**config.mk**
```make
export PLATFORM = sky130hd
export DESIGN_NAME = prefetch_fetch_unit
export DESIGN_NICKNAME = d
export VERILOG_FILES = /design/src/rtl/fetch_pkg.sv /design/src/rtl/sync_fifo.sv /design/src/rtl/prefetch_fetch_unit.sv
export SDC_FILE = /design/constraint.sdc
export NUM_CORES = 1
export LEC_CHECK = 0
export ABC_CLOCK_PERIOD_IN_PS = 4200
export CAP_MARGIN = 20
export CELL_PAD_IN_SITES_DETAIL_PLACEMENT = 0
export CELL_PAD_IN_SITES_GLOBAL_PLACEMENT = 2
export CORE_MARGIN = 8
export CORE_UTILIZATION = 40
export CTS_CLUSTER_DIAMETER = 50
export DETAILED_ROUTE_END_ITERATION = 16
export HOLD_SLACK_MARGIN = 0.02
export PLACE_DENSITY = 0.81
export REMOVE_ABC_BUFFERS = 1
export SLEW_MARGIN = 20
export SYNTH_ARGS = -nofsm -noshare
export SYNTH_HDL_FRONTEND = slang
export SYNTH_SLANG_ARGS = --single-unit
```
**constraint.sdc**
```tcl
create_clock -name i_Clk -period 4.2 [get_ports i_Clk]
set_input_delay 0.84 -clock i_Clk [delete_from_list [all_inputs] [get_ports i_Clk]]
set_output_delay 0.84 -clock i_Clk [all_outputs]
set_load 0.01 [all_outputs]
```
**src/rtl/fetch_pkg.sv**
```systemverilog
// Shared constants and types for the decoupled instruction fetch unit.
package fetch_pkg;

  localparam int unsigned XLEN_DEFAULT            = 32;
  localparam int unsigned DEPTH_DEFAULT           = 4;
  localparam int unsigned MAX_OUTSTANDING_DEFAULT = 2;
  localparam logic [31:0] RESET_PC_DEFAULT        = 32'h0000_0000;

  localparam logic [31:0] NOP = 32'h0000_0013;

  typedef struct packed {
    logic [XLEN_DEFAULT-1:0] pc;
    logic [31:0]             instr;
  } fetch_entry_t;

endpackage

```
**src/rtl/sync_fifo.sv**
```systemverilog
// Generic synchronous FIFO with clear; head data is visible combinationally from storage.
// Push is written one cycle later; the caller guarantees no push-when-full or pop-when-empty.
module sync_fifo #(
  parameter int unsigned WIDTH = 8,
  parameter int unsigned DEPTH = 4,
  localparam int unsigned PTR_W = (DEPTH > 1) ? $clog2(DEPTH) : 1,
  localparam int unsigned CNT_W = $clog2(DEPTH + 1)
) (
  input  logic             clk_i,
  input  logic             rst_ni,
  input  logic             clear_i,
  input  logic             push_i,
  input  logic [WIDTH-1:0] push_dat_i,
  input  logic             pop_i,
  output logic [WIDTH-1:0] head_dat_o,
  output logic [CNT_W-1:0] count_o
);

  logic [WIDTH-1:0] mem_q [DEPTH];
  logic [PTR_W-1:0] wr_ptr_q, wr_ptr_d;
  logic [PTR_W-1:0] rd_ptr_q, rd_ptr_d;
  logic [CNT_W-1:0] count_q, count_d;

  // Explicit wrap so non-power-of-two depths work for the tag FIFO.
  function automatic logic [PTR_W-1:0] bump(input logic [PTR_W-1:0] p);
    return (p == PTR_W'(DEPTH - 1)) ? '0 : p + 1'b1;
  endfunction

  always_comb begin
    wr_ptr_d = wr_ptr_q;
    rd_ptr_d = rd_ptr_q;
    count_d  = count_q;
    if (clear_i) begin
      wr_ptr_d = '0;
      rd_ptr_d = '0;
      count_d  = '0;
    end else begin
      if (push_i) wr_ptr_d = bump(wr_ptr_q);
      if (pop_i)  rd_ptr_d = bump(rd_ptr_q);
      count_d = count_q + CNT_W'(push_i) - CNT_W'(pop_i);
    end
  end

  always_ff @(posedge clk_i or negedge rst_ni) begin
    if (!rst_ni) begin
      wr_ptr_q <= '0;
      rd_ptr_q <= '0;
      count_q  <= '0;
    end else begin
      wr_ptr_q <= wr_ptr_d;
      rd_ptr_q <= rd_ptr_d;
      count_q  <= count_d;
    end
  end

  always_ff @(posedge clk_i) begin
    if (push_i && !clear_i) mem_q[wr_ptr_q] <= push_dat_i;
  end

  assign head_dat_o = mem_q[rd_ptr_q];
  assign count_o    = count_q;

endmodule

```
**src/rtl/prefetch_fetch_unit.sv**
```systemverilog
// Decoupled fetch: issues word fetches to variable-latency memory and queues responses for Decode.
// Response to o_ValidF is one cycle; issue stops when queue slots are all reserved; i_StallD holds the head.
module prefetch_fetch_unit
  import fetch_pkg::*;
#(
  parameter int unsigned     XLEN            = XLEN_DEFAULT,
  parameter int unsigned     DEPTH           = DEPTH_DEFAULT,
  parameter int unsigned     MAX_OUTSTANDING = MAX_OUTSTANDING_DEFAULT,
  parameter logic [XLEN-1:0] RESET_PC        = XLEN'(RESET_PC_DEFAULT)
) (
  input  logic            i_Clk,
  input  logic            i_Reset,
  output logic            o_ReqValid,
  input  logic            i_ReqReady,
  output logic [XLEN-1:0] o_ReqAddr,
  input  logic            i_RspValid,
  input  logic [31:0]     i_RspData,
  input  logic            i_PCSrcE,
  input  logic [XLEN-1:0] i_PCTargetE,
  input  logic            i_StallD,
  output logic            o_ValidF,
  output logic [31:0]     o_InstrF,
  output logic [XLEN-1:0] o_PCF,
  output logic [XLEN-1:0] o_PCPlus4F
);

  localparam int unsigned OCC_W = $clog2(DEPTH + 1);
  localparam int unsigned INF_W = $clog2(MAX_OUTSTANDING + 1);
  localparam int unsigned RES_W = $clog2(DEPTH + MAX_OUTSTANDING + 1);

  typedef struct packed {
    logic [XLEN-1:0] pc;
    logic [31:0]     instr;
  } entry_t;

  logic [XLEN-1:0]  fetch_pc_q, fetch_pc_d;
  logic [INF_W-1:0] drop_q, drop_d;
  logic             run_q;
  logic [INF_W-1:0] inflight;
  logic [OCC_W-1:0] occ;
  logic [RES_W-1:0] reserved;
  logic [XLEN-1:0]  tag_pc;
  logic             fire, rsp_keep, pop;
  entry_t           head, push_entry;

  // Slots owed to live in-flight requests count against queue space at issue time.
  assign reserved   = RES_W'(inflight) - RES_W'(drop_q) + RES_W'(occ);
  assign o_ReqValid = run_q && !i_PCSrcE
                      && (inflight < INF_W'(MAX_OUTSTANDING))
                      && (reserved < RES_W'(DEPTH));
  assign o_ReqAddr  = fetch_pc_q;
  assign fire       = o_ReqValid && i_ReqReady;
  assign rsp_keep   = i_RspValid && (drop_q == '0) && !i_PCSrcE;
  assign pop        = o_ValidF && !i_StallD && !i_PCSrcE;
  assign push_entry = '{pc: tag_pc, instr: i_RspData};

  assign o_ValidF   = (occ != '0);
  assign o_InstrF   = o_ValidF ? head.instr : NOP;
  assign o_PCF      = o_ValidF ? head.pc : RESET_PC;
  assign o_PCPlus4F = o_PCF + XLEN'(4);

  always_comb begin
    drop_d     = drop_q;
    fetch_pc_d = fetch_pc_q;
    if (i_PCSrcE) begin
      drop_d     = inflight - INF_W'(i_RspValid);
      fetch_pc_d = i_PCTargetE & ~XLEN'(3);
    end else begin
      if (i_RspValid && (drop_q != '0)) drop_d = drop_q - 1'b1;
      if (fire) fetch_pc_d = fetch_pc_q + XLEN'(4);
    end
  end

  always_ff @(posedge i_Clk or negedge i_Reset) begin
    if (!i_Reset) begin
      fetch_pc_q <= RESET_PC;
      drop_q     <= '0;
      run_q      <= 1'b0;
    end else begin
      fetch_pc_q <= fetch_pc_d;
      drop_q     <= drop_d;
      run_q      <= 1'b1;
    end
  end

  // Tag FIFO occupancy doubles as the in-flight request counter.
  sync_fifo #(
    .WIDTH (XLEN),
    .DEPTH (MAX_OUTSTANDING)
  ) u_tag_fifo (
    .clk_i      (i_Clk),
    .rst_ni     (i_Reset),
    .clear_i    (1'b0),
    .push_i     (fire),
    .push_dat_i (fetch_pc_q),
    .pop_i      (i_RspValid),
    .head_dat_o (tag_pc),
    .count_o    (inflight)
  );

  sync_fifo #(
    .WIDTH ($bits(entry_t)),
    .DEPTH (DEPTH)
  ) u_prefetch_q (
    .clk_i      (i_Clk),
    .rst_ni     (i_Reset),
    .clear_i    (i_PCSrcE),
    .push_i     (rsp_keep),
    .push_dat_i (push_entry),
    .pop_i      (pop),
    .head_dat_o (head),
    .count_o    (occ)
  );

endmodule

```
==> results of run 1 <==
-- worst max-delay path by stage --
stage | end | slack, ps | cells past startpoint
finish | o_PCPlus4F[9] | 120 | 7
global route | o_PCPlus4F[24] | -10 | 8
CTS | o_PCPlus4F[23] | 7 | 9
detailed placement | o_PCPlus4F[29] | 230 | 8
global placement | o_PCPlus4F[29] | 230 | 8
floorplan | o_PCPlus4F[14] | -1160 | 9
-- through the flow --
stage	cells	utilization (%)	area, sq um	setup slack (ps)	setup TNS [ps]
after global routing	1653	51.0	19000	-9.57	-19.5
after global placement	1569	47.0	17600	235	0
after floorplan	877	-	14800	-1160	-25900
final	1653	51.0	19000	122	0
after CTS	1650	50.8	19000	7.41	0
after detailed placement	1569	47.0	17600	228	0
-- cell usage in the layout (no fill, tap or decap), drive strengths merged, types with 25 or more instances in the layout --
cell           synthesis  routed
inv                   27      32
nor2                  34      34
and2                  66      66
edfxtp               308     308
o21ai                 31      31
mux2                  33      33
mux4                  64      64
buf                   24      35
clkbuf                23      51
nand3                 25      25
clkdlybuf4s50          0     173
dfrtp                 44      44
nand2                 81      81
-- timing repair --
action                                 4_1_cts  5_1_grt
buffers inserted                             4        3
endpoints found under the hold margin        0        0
pin swaps                                    4        2
setup endpoints to repair                   21       12
gates resized for setup                     28       12
-- layer usage --
metal	vias to the layer above	track usage (%)	routed length (microns)
met5	-	0	0
met4	0	4.42	781
met1	4278	19.4	14800
li1	3959	-	-
met2	210	26.3	16500
met3	55	3.33	1800
-- report_power, final --
part	internal, mW	total [mW]	leakage [nW]	switching, mW
logic	1.72	3.40	2.66	1.68
clock network	1.98	3.40	0.652	1.42
registers	4.13	4.30	3.32	0.164
-- layout make-up --
| type | instances | area (sq um) | area share (%) |
|---|---|---|---|
| Tap cell | 474 | 593 | 3.12 |
| Inverter | 27 | 106 | 0.559 |
| Multi-Input combinational cell | 498 | 4400 | 23.1 |
| Clock inverter | 27 | 215 | 1.13 |
| Timing Repair Buffer | 224 | 2230 | 11.8 |
| Sequential cell | 352 | 10400 | 54.5 |
| Clock buffer | 51 | 1110 | 5.86 |
-- cell families (layout without fill, tap and decap cells) --
logic type	Yosys count	in the layout	share of synthesized area, %
other	2	7	0.0501
muxes	100	100	12.5
and+or+nand+nor	260	260	9.19
buffers and inverters	74	329	2.24
xor gates and xnor gates	48	48	2.80
DFF	352	352	69.0
AOI/OAI and AO/OA	67	67	2.78
adders and majority gates	16	16	1.44
-- state kept, by name, indices dropped and copies added (netlist names) --
name	flops
u_prefetch_q.count_o	3
u_prefetch_q.wr_ptr_q	2
u_tag_fifo.count_o	2
u_tag_fifo.wr_ptr_q	1
u_prefetch_q.mem_q	248
run_q	1
o_ReqAddr	30
u_tag_fifo.mem_q	60
u_tag_fifo.rd_ptr_q	1
u_prefetch_q.rd_ptr_q	2
drop_q	2
==> impl_metrics.env, run 1 <==
export IMPL_outcome="complete, no violations"
export IMPL_synth_seq_cells=352
export IMPL_yosysSeqAreaShare_pct=69.0
export IMPL_syn_area_sq_mm=0.0150
export IMPL_drt_iter0_drc=455
export IMPL_ant_nets=0
export IMPL_holdBufCountCts=0
export IMPL_avgSynthCellArea_sq_um=16.3
export IMPL_die_width_microns=210
export IMPL_synth_edf_count=308
export IMPL_cpPeakStageDelay_ps=580
export IMPL_h_tree_depth=2
export IMPL_io_pins=200
export IMPL_cts_tree="done"
export IMPL_critPathLaunch="u_prefetch_q.rd_ptr_q[0]$_DFFE_PN0P_"
export IMPL_synth_top_area_share_pct=61.7
export IMPL_io_buffers=191
export IMPL_antenna_found_initial=1
export IMPL_worstPathCellList="inv_6 > mux4_2 > buf_4 > or2_2 > nor3_1 > xnor2_1 > clkdlybuf4s50_1"
export IMPL_startpoint_type="flop"
export IMPL_post_dp_hpwl_mm=22.7
export IMPL_cpMaxStageDelayCell="clkdlybuf4s50_1"
export IMPL_synth_ff_type="edfxtp_1"
export IMPL_rows=71
export IMPL_timing_final_max_slew_violations=0
export IMPL_ir_drop_uv=250
export IMPL_die_h_microns=210
export IMPL_clock_fmax_mhz=245
export IMPL_yosys_warnings=0
export IMPL_min_period_over_period_pct=97.1
export IMPL_clock_root_buffer="clkbuf_16"
export IMPL_setup_violations=0
export IMPL_synth_commonest_cells="308 x edfxtp_1, 81 x nand2_1, 64 x and2_1"
export IMPL_firstDrtPassIters=5
export IMPL_cp_data_arrival_time_ps=3240
export IMPL_ys_async_sr_fraction_pct=12.5
export IMPL_wl_mm=33.9
export IMPL_grt_setup_unrepaired="true"
export IMPL_ys_types=52
export IMPL_routedWlPerCell_microns=20.5
export IMPL_grt_remaining_overflow=0
export IMPL_fin_crit_ps=4080
export IMPL_grt_max_degree=58
export IMPL_hold_viol=0
export IMPL_nets=1231
export IMPL_power_mw=11.1
export IMPL_syn2layout_area_growth_pct=26.8
export IMPL_cts_made_buffers=42
export IMPL_vias=8502
export IMPL_powerDensity_mw_per_mm2=584
export IMPL_rr_startpoint="u_prefetch_q.count_o[1]$_DFF_PN0_"
export IMPL_ys_top_cells_by_area="edfxtp_1 62%, mux4_2 8.4%, dfrtp_1 7.3%"
export IMPL_p_leak_nw=6.63
export IMPL_syn_inst=919
export IMPL_synth_largest_area_cell="edfxtp_1"
export IMPL_required_ps=3360
export IMPL_nFillCells=3176
export IMPL_cp_max_fo=8
export IMPL_gr_usage_all_layers_pct=15.3
export IMPL_crit_family="buffers and inverters"
export IMPL_drcViolationCount=0
export IMPL_vias_per_cell=5.14
export IMPL_start_util_pct=40.2
export IMPL_critPathBufInv=3
export IMPL_insertion_delay_ps=540
export IMPL_timing_hold_ws_ps=430
export IMPL_drive_gt1_share_pct=18.8
export IMPL_diodes=0
export IMPL_drv_cap=0
export IMPL_die_area_sq_mm=0.0439
export IMPL_place_congestion=0.744
export IMPL_worst_r2r_path_depth=12
export IMPL_cts_sinks=352
export IMPL_r2r_end="o_ReqAddr[16]$_DFFE_PN0P_"
export IMPL_cp_end_kind="primary output"
export IMPL_criticalPathCategory="reg -> out"
export IMPL_final_setup_skew_ps=18.0
export IMPL_r2r_setup_slack_ps=1110
export IMPL_clk_pin_slew_ps=60
export IMPL_tightest_slew_ps=919
export IMPL_min_path_type="in -> async"
export IMPL_core_area_sq_mm=0.0373
export IMPL_post_synth_top_count_cell="edfxtp_1"
export IMPL_grt_pass1_vias=8953
export IMPL_slew_headroom_pct=38.7
export IMPL_grt_pass1_wl_mm=52.6
export IMPL_clk_path_buf_depth=3
Note: power is estimated with default switching activity, not from simulation.
==> run 2, diff against run 1 <==
--- a/config.mk
+++ b/config.mk
@@ -15,7 +15,9 @@
 export DETAILED_ROUTE_END_ITERATION = 16
 export HOLD_SLACK_MARGIN = 0.02
 export PLACE_DENSITY = 0.81
+export RECOVER_POWER = 25
 export REMOVE_ABC_BUFFERS = 1
+export SKIP_CTS_REPAIR_TIMING = 1
 export SLEW_MARGIN = 20
 export SYNTH_ARGS = -nofsm -noshare
 export SYNTH_HDL_FRONTEND = slang
==> run 2 against run 1 <==
Net effect: the run now ends with capacitance limit, slew limit left; sequential power about the same; clock power about the same; fmax up 0.76%; cell area is 0.39% higher; highest routed layer unchanged; sequential cell count stayed put; largest cell class unchanged; clock skew hardly changed; clock-buffer cell count did not move; critical endpoint is now o_PCPlus4F[13]; register-to-register slack barely moved.
==> impl_metrics.env, run 2 (same netlist as run 1, synthesis figures left out) <==
export IMPL_tightest_slew_ps=2160
export IMPL_worst_r2r_path_depth=12
export IMPL_grt_max_degree=58
export IMPL_post_dp_hpwl_mm=22.7
export IMPL_path_common_cell="nand3_1"
export IMPL_largest_reg_flops=248
export IMPL_drt_iter0_drc=425
export IMPL_core_area_sq_mm=0.0373
export IMPL_ant_nets=0
export IMPL_cts_sinks=352
export IMPL_whs_path_depth=1
export IMPL_nFillCells=3175
export IMPL_drcViolationCount=0
export IMPL_wl_mm=34.0
export IMPL_outcome="finished, violations left"
export IMPL_r2r_setup_slack_ps=1100
export IMPL_fin_util_pct=51.2
export IMPL_r2r_end="o_ReqAddr[15]$_DFFE_PN0P_"
export IMPL_io_buffers=191
export IMPL_cts_made_buffers=42
export IMPL_rows=71
export IMPL_slew_headroom_pct=-44.0
export IMPL_holdPathEnd="u_tag_fifo.rd_ptr_q$_DFFE_PN0P_"
export IMPL_firstDrtPassIters=4
export IMPL_p_leak_nw=6.79
export IMPL_largest_register="u_prefetch_q.mem_q"
export IMPL_violations="capacitance limit, slew limit"
export IMPL_final_setup_skew_ps=18.2
export IMPL_antenna_found_initial=1
export IMPL_clk_pin_slew_ps=60
export IMPL_required_ps=3360
export IMPL_hold_viol=0
export IMPL_worstPathCellList="buf_8 > mux4_2 > nand3_1 > nor2_4 > buf_4 > and2_2 > nand3_1 > xnor2_1 > clkdlybuf4s50_1"
export IMPL_powerDensity_mw_per_mm2=583
export IMPL_grt_remaining_overflow=0
export IMPL_timing_final_max_slew_violations=38
export IMPL_cts_tree="done"
export IMPL_setup_tns_ps=0
export IMPL_routedWlPerCell_microns=20.5
export IMPL_layout_commonest_cell="edfxtp_1"
export IMPL_nets=1235
export IMPL_drv_cap=1
export IMPL_io_pins=200
export IMPL_cp_end_kind="primary output"
export IMPL_grt_setup_unrepaired="false"
export IMPL_cpPeakStageDelay_ps=610
export IMPL_rr_startpoint="u_prefetch_q.count_o[1]$_DFF_PN0_"
export IMPL_min_path_type="reg -> reg"
export IMPL_drive_gt1_share_pct=19.2
export IMPL_min_period_over_period_pct=96.4
export IMPL_grt_pass1_vias=8913
export IMPL_syn2layout_area_growth_pct=27.3
export IMPL_cp_max_fo=11
export IMPL_startpoint_type="flop"
export IMPL_insertion_delay_ps=540
export IMPL_clk_path_buf_depth=3
export IMPL_timing_hold_ws_ps=496
export IMPL_die_width_microns=210
export IMPL_ir_drop_uv=242
export IMPL_cpMaxStageDelayCell="clkdlybuf4s50_1"
export IMPL_place_congestion=0.744
export IMPL_h_tree_depth=2
export IMPL_clock_root_buffer="clkbuf_16"
export IMPL_start_util_pct=40.2
export IMPL_grt_pass1_wl_mm=52.4
export IMPL_die_area_sq_mm=0.0439
export IMPL_clock_fmax_mhz=247
export IMPL_criticalPathCategory="reg -> out"
export IMPL_gr_usage_all_layers_pct=15.3
export IMPL_min_from="u_tag_fifo.rd_ptr_q$_DFFE_PN0P_"
export IMPL_fin_crit_ps=4050
export IMPL_die_h_microns=210
export IMPL_cp_data_arrival_time_ps=3210
export IMPL_vias_per_cell=5.14
export IMPL_vias=8526
export IMPL_final_cell_mix="308 x edfxtp_1, 139 x clkdlybuf4s50_1, 81 x nand2_1"
export IMPL_setup_violations=0
-- run 2: cell type report --
cell class / instances / area, sq um / share of cell area (%)
Timing Repair Buffer: 228 / 2310 / 12.1
Tap cell: 474 / 593 / 3.11
Clock buffer: 51 / 1110 / 5.84
Sequential cell: 352 / 10400 / 54.2
Clock inverter: 27 / 215 / 1.13
Antenna cell: 1 / 2.50 / 0.0131
Inverter: 27 / 106 / 0.557
Multi-Input combinational cell: 498 / 4390 / 23.0
-- run 2: where the power goes --
part	total (mW)	internal [mW]	switching, mW
clock	3.40	1.98	1.42
sequential	4.29	4.13	0.159
combinational	3.45	1.75	1.70
-- run 2: how the worst max path moves through the flow --
stage,start,to,slack (ps),depth (start not counted)
5_1_grt,u_prefetch_q.rd_ptr_q[0]$_DFFE_PN0P_,o_PCPlus4F[13],3,8
6_report,u_prefetch_q.rd_ptr_q[0]$_DFFE_PN0P_,o_PCPlus4F[13],150,9
4_1_cts,u_prefetch_q.rd_ptr_q[0]$_DFFE_PN0P_,o_PCPlus4F[29],-350,8
3_5_place_dp,u_prefetch_q.rd_ptr_q[0]$_DFFE_PN0P_,o_PCPlus4F[29],230,8
3_3_place_gp,u_prefetch_q.rd_ptr_q[0]$_DFFE_PN0P_,o_PCPlus4F[29],230,8
2_1_floorplan,u_prefetch_q.rd_ptr_q[0]$_DFFE_PN0P_,o_PCPlus4F[14],-1160,9
-- run 2: per-stage QoR --
| stage | cells | area [sq um] | worst slack, ps | power [mW] |
|---|---|---|---|---|
| after detailed placement | 1569 | 17600 | 228 | 7.82 |
| after floorplan | 877 | 14800 | -1160 | 6.15 |
| after global placement | 1569 | 17600 | 235 | 7.78 |
| after global routing | 1657 | 19100 | 3.34 | 11.7 |
| final | 1658 | 19100 | 153 | 11.1 |
| after CTS | 1647 | 18900 | -347 | 11.2 |
-- run 2: critical path: cells and delay by family (launching register included) --
family | cells | cell delay (ps)
flip-flops | 1 | 500
buffers and inverters | 3 | 940
XOR/XNOR | 1 | 130
multiplexers | 1 | 570
AND/OR/NAND/NOR | 4 | 540
-- run 2: per-layer routing --
metal | vias to the layer above | track usage [%] | share of wire [%]
li1 | 3972 | - | -
met3 | 51 | 3.30 | 5.4
met1 | 4299 | 19.4 | 44
met5 | - | 0 | 0
met4 | 0 | 4.23 | 2.0
met2 | 204 | 26.2 | 49
